==> config.mk <==
export PLATFORM = sky130hd
export DESIGN_NAME = pix_out_framer_flat
export DESIGN_NICKNAME = d
export VERILOG_FILES = /design/src/rtl/pix_out_framer_if.sv /design/src/rtl/pix_out_framer.sv /design/src/flat_wrapper.sv
export SDC_FILE = /design/constraint.sdc
export NUM_CORES = 2
export LEC_CHECK = 0
export ABC_CLOCK_PERIOD_IN_PS = 20700
export BUFFER_PORTS_ARGS = -buffer_cell sky130_fd_sc_hd__buf_2
export CAP_MARGIN = 20
export CORE_UTILIZATION = 40
export DETAILED_ROUTE_END_ITERATION = 8
export PLACE_DENSITY = 0.52
export SLEW_MARGIN = 20
export SYNTH_ARGS = -nofsm -noshare
export SYNTH_HDL_FRONTEND = slang
export SYNTH_SLANG_ARGS = --single-unit
export TNS_END_PERCENT = 50
==> constraint.sdc <==
create_clock -name clk_out_int -period 20.7 [get_ports clk_out_int]
set_clock_uncertainty 0.05 [all_clocks]
set_input_delay 2.07 -clock clk_out_int [delete_from_list [all_inputs] [get_ports clk_out_int]]
set_output_delay 2.07 -clock clk_out_int [all_outputs]
set_load 0.01 [all_outputs]
==> src/rtl/pix_out_framer_if.sv <==
// Output pixel stream of the framer: 4 pixels x 3 components x 14 bits per
// beat with frame/line markers, using a valid/ready handshake.
//   pix_out_data  : clamped pixels; component c of pixel p at [(p*3+c)*14 +: 14]
//   pix_out_valid : beat valid
//   pix_out_ready : downstream accept
//   pix_out_sof   : first beat of frame
//   pix_out_sol   : first beat of line
//   pix_out_eol   : last beat of line
//   pix_out_eof   : last beat of frame
// The master modport is the framer; the slave modport is the consumer.
interface pix_out_framer_if;
  logic [167:0] pix_out_data;
  logic         pix_out_valid;
  logic         pix_out_ready;
  logic         pix_out_sof;
  logic         pix_out_sol;
  logic         pix_out_eol;
  logic         pix_out_eof;

  modport master (
    output pix_out_data, pix_out_valid, pix_out_sof, pix_out_sol,
           pix_out_eol, pix_out_eof,
    input  pix_out_ready
  );

  modport slave (
    input  pix_out_data, pix_out_valid, pix_out_sof, pix_out_sol,
           pix_out_eol, pix_out_eof,
    output pix_out_ready
  );
endinterface

==> src/rtl/pix_out_framer.sv <==
// Pixel output framer. Takes the merged 4-pixel-per-cycle stream from the
// slice mux, clamps every component to the configured bit depth, tags each
// beat with sof/sol/eol/eof from its own beat/line counters and queues the
// result in a first-word-fall-through FIFO behind a valid/ready interface.
//   clk_out_int        : pixel output clock
//   rst_n              : asynchronous active-low reset
//   flush              : synchronous clear of FIFO, counters and frame_err
//   frame_width        : pixels per line (multiple of 4, >= 8)
//   frame_height       : lines per frame (>= 1)
//   bits_per_component : output bit depth, 8..14
//   pixs_in            : input pixels, same packing as pix_out_data
//   pixs_in_valid      : input beat qualifier (no ready; mux obeys hold)
//   pixs_in_eof        : eof level from the mux
//   hold_upstream      : backpressure to the mux read side
//   frame_err          : sticky overflow / premature-eof flag
//   pix_out            : output stream (master side of pix_out_framer_if)
module pix_out_framer #(
  parameter int FIFO_DEPTH = 16,
  parameter int AF_MARGIN  = 4
) (
  input  logic                   clk_out_int,
  input  logic                   rst_n,
  input  logic                   flush,
  input  logic [15:0]            frame_width,
  input  logic [15:0]            frame_height,
  input  logic [3:0]             bits_per_component,
  input  logic [167:0]           pixs_in,
  input  logic                   pixs_in_valid,
  input  logic                   pixs_in_eof,
  output logic                   hold_upstream,
  output logic                   frame_err,
  pix_out_framer_if.master       pix_out
);

  localparam int DATA_W  = 14;
  localparam int PIX_N   = 4;
  localparam int COMP_N  = 3;
  localparam int PIX_W   = PIX_N * COMP_N * DATA_W;
  localparam int ENTRY_W = PIX_W + 4;
  localparam int AW      = $clog2(FIFO_DEPTH);
  localparam int CNT_W   = AW + 1;
  localparam logic [CNT_W-1:0] HOLD_LVL = CNT_W'(FIFO_DEPTH - AF_MARGIN);
  localparam logic [CNT_W-1:0] FULL_LVL = CNT_W'(FIFO_DEPTH);

  // Saturate to 2^bpc-1; the result never has bits set above bpc.
  function automatic logic [DATA_W-1:0] clamp_comp(input logic [DATA_W-1:0] v,
                                                   input logic [3:0] bpc);
    logic [DATA_W:0]   lim_w;
    logic [DATA_W-1:0] lim;
    lim_w = ({{DATA_W{1'b0}}, 1'b1} << bpc) - {{DATA_W{1'b0}}, 1'b1};
    lim   = (bpc >= 4'd14) ? {DATA_W{1'b1}} : lim_w[DATA_W-1:0];
    return (v > lim) ? lim : v;
  endfunction

  logic [13:0]        beats_per_line;
  logic [13:0]        beat_cnt;
  logic [15:0]        line_cnt;
  logic               last_beat;
  logic               last_line;
  logic               eof_q;
  logic               resync;
  logic [PIX_W-1:0]   clamped;

  logic [ENTRY_W-1:0] entry_p1;
  logic               vld_p1;

  logic [ENTRY_W-1:0] mem [FIFO_DEPTH];
  logic [AW-1:0]      wr_ptr;
  logic [AW-1:0]      rd_ptr;
  logic [CNT_W-1:0]   count;
  logic [CNT_W-1:0]   count_next;
  logic               empty;
  logic               full;
  logic               pop;
  logic               push_ok;
  logic               drop;
  logic [ENTRY_W-1:0] head;

  assign beats_per_line = 14'(frame_width >> 2);
  assign last_beat      = (beat_cnt == beats_per_line - 14'd1);
  assign last_line      = (line_cnt == frame_height - 16'd1);
  // A rising eof while mid-frame means the mux lost beats: resync to frame start.
  assign resync         = pixs_in_eof & ~eof_q & ((beat_cnt != 14'd0) | (line_cnt != 16'd0));

  always_comb begin
    clamped = '0;
    for (int i = 0; i < PIX_N * COMP_N; i++)
      clamped[i*DATA_W +: DATA_W] = clamp_comp(pixs_in[i*DATA_W +: DATA_W], bits_per_component);
  end

  always_ff @(posedge clk_out_int or negedge rst_n) begin
    if (!rst_n) begin
      beat_cnt <= '0;
      line_cnt <= '0;
      eof_q    <= 1'b0;
      vld_p1   <= 1'b0;
    end else begin
      eof_q <= pixs_in_eof;
      if (flush) begin
        beat_cnt <= '0;
        line_cnt <= '0;
        vld_p1   <= 1'b0;
      end else begin
        vld_p1 <= pixs_in_valid;
        if (resync) begin
          beat_cnt <= '0;
          line_cnt <= '0;
        end else if (pixs_in_valid) begin
          if (last_beat) begin
            beat_cnt <= '0;
            line_cnt <= last_line ? 16'd0 : line_cnt + 16'd1;
          end else begin
            beat_cnt <= beat_cnt + 14'd1;
          end
        end
      end
    end
  end

  // ---- stage 1: clamped pixels + markers, taken from pre-update counters ----
  always_ff @(posedge clk_out_int) begin
    if (pixs_in_valid)
      entry_p1 <= {(beat_cnt == 14'd0) & (line_cnt == 16'd0),
                   (beat_cnt == 14'd0),
                   last_beat,
                   last_beat & last_line,
                   clamped};
  end

  // ---- stage 2: FIFO write; read side is first-word-fall-through ----
  assign empty      = (count == '0);
  assign full       = (count == FULL_LVL);
  assign pop        = ~empty & pix_out.pix_out_ready;
  // A pop in the same cycle frees the slot, so a full FIFO still accepts.
  assign push_ok    = vld_p1 & (~full | pop);
  assign drop       = vld_p1 & full & ~pop;
  assign count_next = count + CNT_W'(push_ok) - CNT_W'(pop);

  always_ff @(posedge clk_out_int or negedge rst_n) begin
    if (!rst_n) begin
      wr_ptr        <= '0;
      rd_ptr        <= '0;
      count         <= '0;
      hold_upstream <= 1'b0;
      frame_err     <= 1'b0;
    end else if (flush) begin
      wr_ptr        <= '0;
      rd_ptr        <= '0;
      count         <= '0;
      hold_upstream <= 1'b0;
      frame_err     <= 1'b0;
    end else begin
      if (push_ok) wr_ptr <= wr_ptr + AW'(1);
      if (pop)     rd_ptr <= rd_ptr + AW'(1);
      count         <= count_next;
      hold_upstream <= (count_next >= HOLD_LVL);
      frame_err     <= frame_err | drop | resync;
    end
  end

  always_ff @(posedge clk_out_int) begin
    if (push_ok && !flush)
      mem[wr_ptr] <= entry_p1;
  end

  // Outputs are forced to zero while empty so nothing stale leaks out.
  assign head                  = mem[rd_ptr];
  assign pix_out.pix_out_valid = ~empty;
  assign pix_out.pix_out_data  = empty ? '0 : head[PIX_W-1:0];
  assign pix_out.pix_out_sof   = ~empty & head[PIX_W+3];
  assign pix_out.pix_out_sol   = ~empty & head[PIX_W+2];
  assign pix_out.pix_out_eol   = ~empty & head[PIX_W+1];
  assign pix_out.pix_out_eof   = ~empty & head[PIX_W];

endmodule

==> src/flat_wrapper.sv <==
// flat-port wrapper written by rule: the top's interface ports become plain ports
module pix_out_framer_flat 
#(
  parameter int FIFO_DEPTH = 16,
  parameter int AF_MARGIN  = 4
)
  (clk_out_int, rst_n, flush, frame_width, frame_height, bits_per_component, pixs_in, pixs_in_valid, pixs_in_eof, hold_upstream, frame_err, pix_out_pix_out_data, pix_out_pix_out_valid, pix_out_pix_out_sof, pix_out_pix_out_sol, pix_out_pix_out_eol, pix_out_pix_out_eof, pix_out_pix_out_ready);
  pix_out_framer_if pix_out_i ();
  input  logic clk_out_int;
  input  logic rst_n;
  input  logic flush;
  input  logic [15:0] frame_width;
  input  logic [15:0] frame_height;
  input  logic [3:0] bits_per_component;
  input  logic [167:0] pixs_in;
  input  logic pixs_in_valid;
  input  logic pixs_in_eof;
  output logic hold_upstream;
  output logic frame_err;
  output wire logic [$bits(pix_out_i.pix_out_data)-1:0] pix_out_pix_out_data;
  output wire logic [$bits(pix_out_i.pix_out_valid)-1:0] pix_out_pix_out_valid;
  output wire logic [$bits(pix_out_i.pix_out_sof)-1:0] pix_out_pix_out_sof;
  output wire logic [$bits(pix_out_i.pix_out_sol)-1:0] pix_out_pix_out_sol;
  output wire logic [$bits(pix_out_i.pix_out_eol)-1:0] pix_out_pix_out_eol;
  output wire logic [$bits(pix_out_i.pix_out_eof)-1:0] pix_out_pix_out_eof;
  input wire logic [$bits(pix_out_i.pix_out_ready)-1:0] pix_out_pix_out_ready;
  assign pix_out_pix_out_data = pix_out_i.pix_out_data;
  assign pix_out_pix_out_valid = pix_out_i.pix_out_valid;
  assign pix_out_pix_out_sof = pix_out_i.pix_out_sof;
  assign pix_out_pix_out_sol = pix_out_i.pix_out_sol;
  assign pix_out_pix_out_eol = pix_out_i.pix_out_eol;
  assign pix_out_pix_out_eof = pix_out_i.pix_out_eof;
  assign pix_out_i.pix_out_ready = pix_out_pix_out_ready;
  pix_out_framer #(.FIFO_DEPTH(FIFO_DEPTH), .AF_MARGIN(AF_MARGIN)) u_core (.clk_out_int(clk_out_int), .rst_n(rst_n), .flush(flush), .frame_width(frame_width), .frame_height(frame_height), .bits_per_component(bits_per_component), .pixs_in(pixs_in), .pixs_in_valid(pixs_in_valid), .pixs_in_eof(pixs_in_eof), .hold_upstream(hold_upstream), .frame_err(frame_err), .pix_out(pix_out_i));
endmodule
# == After elaboration in Yosys (flattened, before gate mapping) ==
# Memories as Yosys holds them, arrays and structs flattened.
# Cells that the tools add are included.
# word_totals
register_bits,219
ramBits,2752
inputBits,210
output_inout_bits,175
memories,1
# memory_table
memory,depth,word_bits,rd,rd_clocked_by_memory_dff,write_ports,line,text
u_core.mem,16,172,1,0,1,pix_out_framer.sv:67,logic [ENTRY_W-1:0] mem [FIFO_DEPTH];
# classes
addsub,9
n_lt_le_gt_ge,14
n_eq_ne,3
n_shift,1
mux,33
n_bitwise,20
reduce_logical,12
# ops
cell,n
two-way mux 14 bit,17
> comparator 14 bit,12
two-way mux 168 bit,1
two-way mux 16 bit,5
"subtractor 14 x 1 -> 14 bit, second input constant",2
"adder 16 x 1 -> 16 bit, second input constant",1
== test 16 bit,1
zero test 16 bit,1
two-way mux 4 bit,4
nonzero test 16 bit,1
"subtractor 16 x 1 -> 16 bit, second input constant",1
"adder 14 x 1 -> 14 bit, second input constant",1
== test 14 bit,1
zero test 14 bit,1
nonzero test 14 bit,1
"<< shifter 1 x 4 -> 14 bit, first input constant",1
AND 1 bit,12
"adder 4 x 1 -> 4 bit, second input constant",2
nonzero test 3 bit,2
adder 5 x 1 -> 5 bit,1
"== test 5 bit, second input constant",1
">= comparator 5 x 4 -> 1 bit, second input constant",1
zero test 5 bit,1
two-way mux 1 bit,5
other kinds (9),16

# == Depth between registers and ports, before layout ==
# logic_depth
word_depth,9
ltp_mapped,24

# == Worst setup path before layout ==
# No wires, ideal clock.
# synth_path
path_type,input -> register
from,input pix_out_pix_out_ready
to,memory u_core.mem[0][0] in the netlist's numbering (enable)
setup_time_ps,915
arrival_ps,14483
required_ps,19735
setup_slack_ps,5252
path_stages,6
n_path_buf,1
cell_sequence,nand4b_1 and2_1 clkbuf_1 nor2b_1 nand2_1 nor3_1
# synth_between
elab_chain_len,6
# synth_rtl
element,line,text
"start, declared",flat_wrapper.sv:26,input wire logic [$bits(pix_out_i.pix_out_ready)-1:0] pix_out_pix_out_ready;
AND 1 bit,pix_out_framer.sv:133,assign pop = ~empty & pix_out.pix_out_ready;
bitwise OR 1 bit,pix_out_framer.sv:135,assign push_ok = vld_p1 & (~full | pop);
AND 1 bit,pix_out_framer.sv:135,
logical AND 1 bit,pix_out_framer.sv:162,if (push_ok && !flush)
two-way mux 1 bit,pix_out_framer.sv:162,
two-way mux 1 bit (not written as such),pix_out_framer.sv:163,mem[wr_ptr] <= entry_p1;
"end, declared",pix_out_framer.sv:67,
# No other way between the ends.

# == Worst setup path in the final report ==
# layout_path
from,register u_core.rd_ptr[0]
to,output pix_out_pix_out_data[47]
# layout_between
elab_chain_len,2
# layout_rtl
element,line,text
"start, declared",pix_out_framer.sv:69,logic [AW-1:0] rd_ptr;
"start signal, assigned",pix_out_framer.sv:154,if (pop) rd_ptr <= rd_ptr + AW'(1);
memory (16 x 172 bit),-,
two-way mux 168 bit,pix_out_framer.sv:169,assign pix_out.pix_out_data = empty ? '0 : head[PIX_W-1:0];
"end, declared",flat_wrapper.sv:20,output wire logic [$bits(pix_out_i.pix_out_data)-1:0] pix_out_pix_out_data;
# No other way between the ends.

==> impl_results.md <==
* Reg power frac at a little under half
* M3 GR Usage at 4.91%
* Crit path time final at 8.86 ns
* CP cell instances: buf_4, buf_4, buf_4, buf_4, mux4_2, mux4_2, and2_1, buf_2
* PD cells at between 100 and 150 mW/mm^2
* Post-cts resize count at 0
* Post-layout nets at 6287
* Slowest CP cell: dfrtp_4
* Worst setup margin at about 12 ns
* Mapped cell area at ~0.12 sq mm
* Cell Rows at 199
* Clk pin slew, worst setup/hold paths at 0.06 ns
* FFs w/ async S/R, synth at roughly 1.6%
* Int Pwr at 0.0114 W
* Number of port buffers at roughly 380
* CP top delay family: buffers and inverters
* Detail Route Antenna Nets at 0
* Syn Area/Cell at 22.2 sq um
* Core footprint at ~0.29 sq mm
* Fillers at 24763
* CP Class: flop to output port
* TritonCTS Buffers at roughly 320
* Clk pwr share at around 36%
* CTS Hold Bufs at 0
* Worst path required time at around 19 ns
* Pin count of the biggest net entering global routing at approximately 140
* Place WS at between 10 and 15 ns
* Sw frac at between 20 and 30%
* EDFF count, synth at approximately 2900
* Hold wc startpoint: u_core.vld_p1$_DFF_PN0_
* Yosys warns at 0
* Leak pwr at between 40 and 50 nW
* CP endpoint kind: output port
* Synth unique cells at 69
* Setup Viol. Count Final at 0
* Via density at 5.76
* Final Slew Violations at 0
* Unrepaired setup endpoints after global routing: no
* Via count at between 50000 and 60000
* Adder and majority cell fraction of the synthesized area at around 1.9%
* Net switching power at roughly 0.0040 W
* First-pass DRT Iterations at 6
* Worst Hold Depth at 2
* CTS tree: built
* Largest family of logic cells by synthesized area: multiplexers
* Slew @ Worst Pin at about 1.2 ns
* First-pass GRT wire length at roughly 470 mm
* First DRT Iteration DRCs at 6216
* Busiest grt layer: met2
* Avg WL per Cell at 33.5 um
* Critical Path Most Common Cell: buf_4
* Hold Crit Class: flop to flop
* Max frequency at approximately 110 MHz
* Grt met2 use at 35.5%
* CTS root buffer: clkbuf_16
* FF+latch count, synth at 2971
* Global routing usage on met1 at a little under a third
* Synth Flop Type: edfxtp_1
* Arr. time, crit path at 6.74 ns
* FF-to-FF End: u_core.mem[13][38]$_DFFE_PP_
* Gpl congestion at between 0.7 and 0.8
* Post-synthesis compound-gate area fraction at approximately 1.3%
* Vias in the first global route at between 60000 and 70000
* Buffers and inverters on the worst path at 5
* Share of post-route cells with drive strength above 1 at between 30% and 40%
* Clk_lat worst skew at approximately 0.9 ns
* Htree depth at 5
* Final hold vios at 0
* Max-cap violations at 0
* WHS Endpoint: u_core.frame_err$_DFF_PN0_
* Part of the Yosys area used for sequential elements at 74.8%
* Mux share of post-synthesis cell area at 17.9%
* Share of the synthesized area in the top cell type at ~74%
* Slew headroom at about a fifth
* Cell depth of the worst flop-to-flop path at 10
* Post-Syn Nets at roughly 5700
* DRC violations left at 0
* R2R setup slack at 15.38 ns
* Initial antenna violation count at between 90 and 100
* Status: finished clean
* CTS max path bufs at 4
* Routed wire length at 338 mm
* Area leader, netlist: edfxtp_1
* Hpwl dp at around 180 mm
* Die width at 547 um
* Post-synthesis simple-gate area fraction at 2.41%
* Global route overflow at 0
* Die area at 0.300 sq mm
* GRT Total Usage at around 22%
* Area delta synth->final at 14.5%
* Xor/xnor share of the synthesized area at less than 1%
* WHS at 0.521 ns
* Die H at 547 um
* IO Pins at ~390
* Crit path max fanout at 45
* Worst Setup Start Kind: flop
* Util after Layout at 46.2%
* Final Power at about 0.015 W
* Tcrit/Tclk final at 42.8%
* Post-CTS setup buffers at 0
* Max VDD drop at between 0.09 and 0.1 mV
* Setup TNS at 0 ns
* Post-Syn Instances at ~5400
* CTS sink count at roughly 3000
* Comb pwr share at a little under a fifth
* Worst path max stage delay at around 1.0 ns
* Reg2reg start: u_core.count[2]$_DFF_PN0_
* Largest cells by area after synthesis: edfxtp_1 74%, mux4_2 16%, ha_1 1.7%, mux2_2 1.6%, dfrtp_1 0.99%
* Starting Density at around two fifths
-- registers in the layout (all words and copies together) (netlist names), 4 cells and up --
register / count
u_core.mem: 2752
u_core.beat_cnt: 14
u_core.line_cnt: 16
u_core.count: 5
u_core.entry_p1: 172
u_core.wr_ptr: 4
u_core.rd_ptr: 4
-- worst min-delay path, cell delays in order (launching register included) --
cell and delay, ns:
dfrtp_1 0.34, a21oi_1 0.06, a21oi_1 0.13
-- per-stage QoR --
stage / instance area (sq um) / instances
CTS: 136000 / 10074
floorplan: 119000 / 5354
global route: 136000 / 10080
detailed placement: 126000 / 9508
finish: 136000 / 10099
global placement: 126000 / 9508
-- synth_stat cells (35+ instances only) --
master / instances
a21oi_1: 53
mux4_2: 860
dfrtp_1: 47
nand4_1: 38
ha_1: 162
nor2_1: 84
mux2_2: 170
edfxtp_1: 2924
nor3_1: 46
a21o_1: 54
clkbuf_1: 196
nand3_1: 35
buf_1: 65
xnor2_1: 45
nand2_1: 52
inv_1: 66
and2_1: 183
-- area by class of cell --
cell class              count  area, sq um  share of cell area (%)
diodes                     24         60.1                  0.0441
clock buffers             405         8540                    6.27
clock inverters           161         1520                    1.12
inverters                  67          251                   0.185
multi-input cells        2039        28900                    21.2
flip-flops and latches   2971        89000                    65.3
well taps                3919         4900                    3.60
repair buffers            513         3080                    2.26
-- cell families after synthesis --
family,after synthesis
simple gates,514
xor+xnor,75
compound gates,228
fa+ha+maj,187
flops,2971
buf+inv,344
mux,1035
-- layer usage --
layer  vias up  wire length [um]  part of all wire, %
met2      2140            160000                   47
met5         -               387                 0.11
li1      23733                 -                    -
met1     31752            143000                   42
met3       501             25800                  7.6
met4        64              8630                  2.5
-- cell usage in the layout, fill, tap and decap left out, types with 42 or more instances in the layout --
cell	n
mux4_2	860
nor2_1	70
xnor2_1	45
buf_4	118
mux2_2	170
clkbuf_1	75
buf_2	380
a21o_1	54
nor3_1	42
dfrtp_1	43
edfxtp_1	2924
ha_1	162
a21oi_1	51
clkbuf_16	330
and2_1	182
clkinv_1	73
nand2_1	48
inv_1	55
-- worst max-delay path by stage --
| stage | slack (ns) | start | cells past startpoint | endpoint |
|---|---|---|---|---|
| after floorplan | 5.25 | pix_out_pix_out_ready | 6 | u_core.mem[0][0]$_DFFE_PP_ |
| after global placement | 12.35 | u_core.rd_ptr[0]$_DFFE_PN0P_ | 8 | pix_out_pix_out_data[164] |
| after detailed placement | 12.30 | u_core.rd_ptr[0]$_DFFE_PN0P_ | 8 | pix_out_pix_out_data[164] |
| after CTS | 11.31 | u_core.rd_ptr[0]$_DFFE_PN0P_ | 8 | pix_out_pix_out_data[164] |
| after global routing | 11.20 | u_core.rd_ptr[0]$_DFFE_PN0P_ | 8 | pix_out_pix_out_data[47] |
| final | 11.84 | u_core.rd_ptr[0]$_DFFE_PN0P_ | 8 | pix_out_pix_out_data[47] |
-- power by group through the flow --
stage	registers (W)	logic, W	clock network [W]
after floorplan	0.00704	0.00193	0
after global placement	0.00714	0.00290	0
after detailed placement	0.00715	0.00291	0
after CTS	0.00703	0.00291	0.00570
after global routing	0.00705	0.00305	0.00590
final	0.00703	0.00284	0.00558
Note: power is estimated with default switching activity, not from simulation.
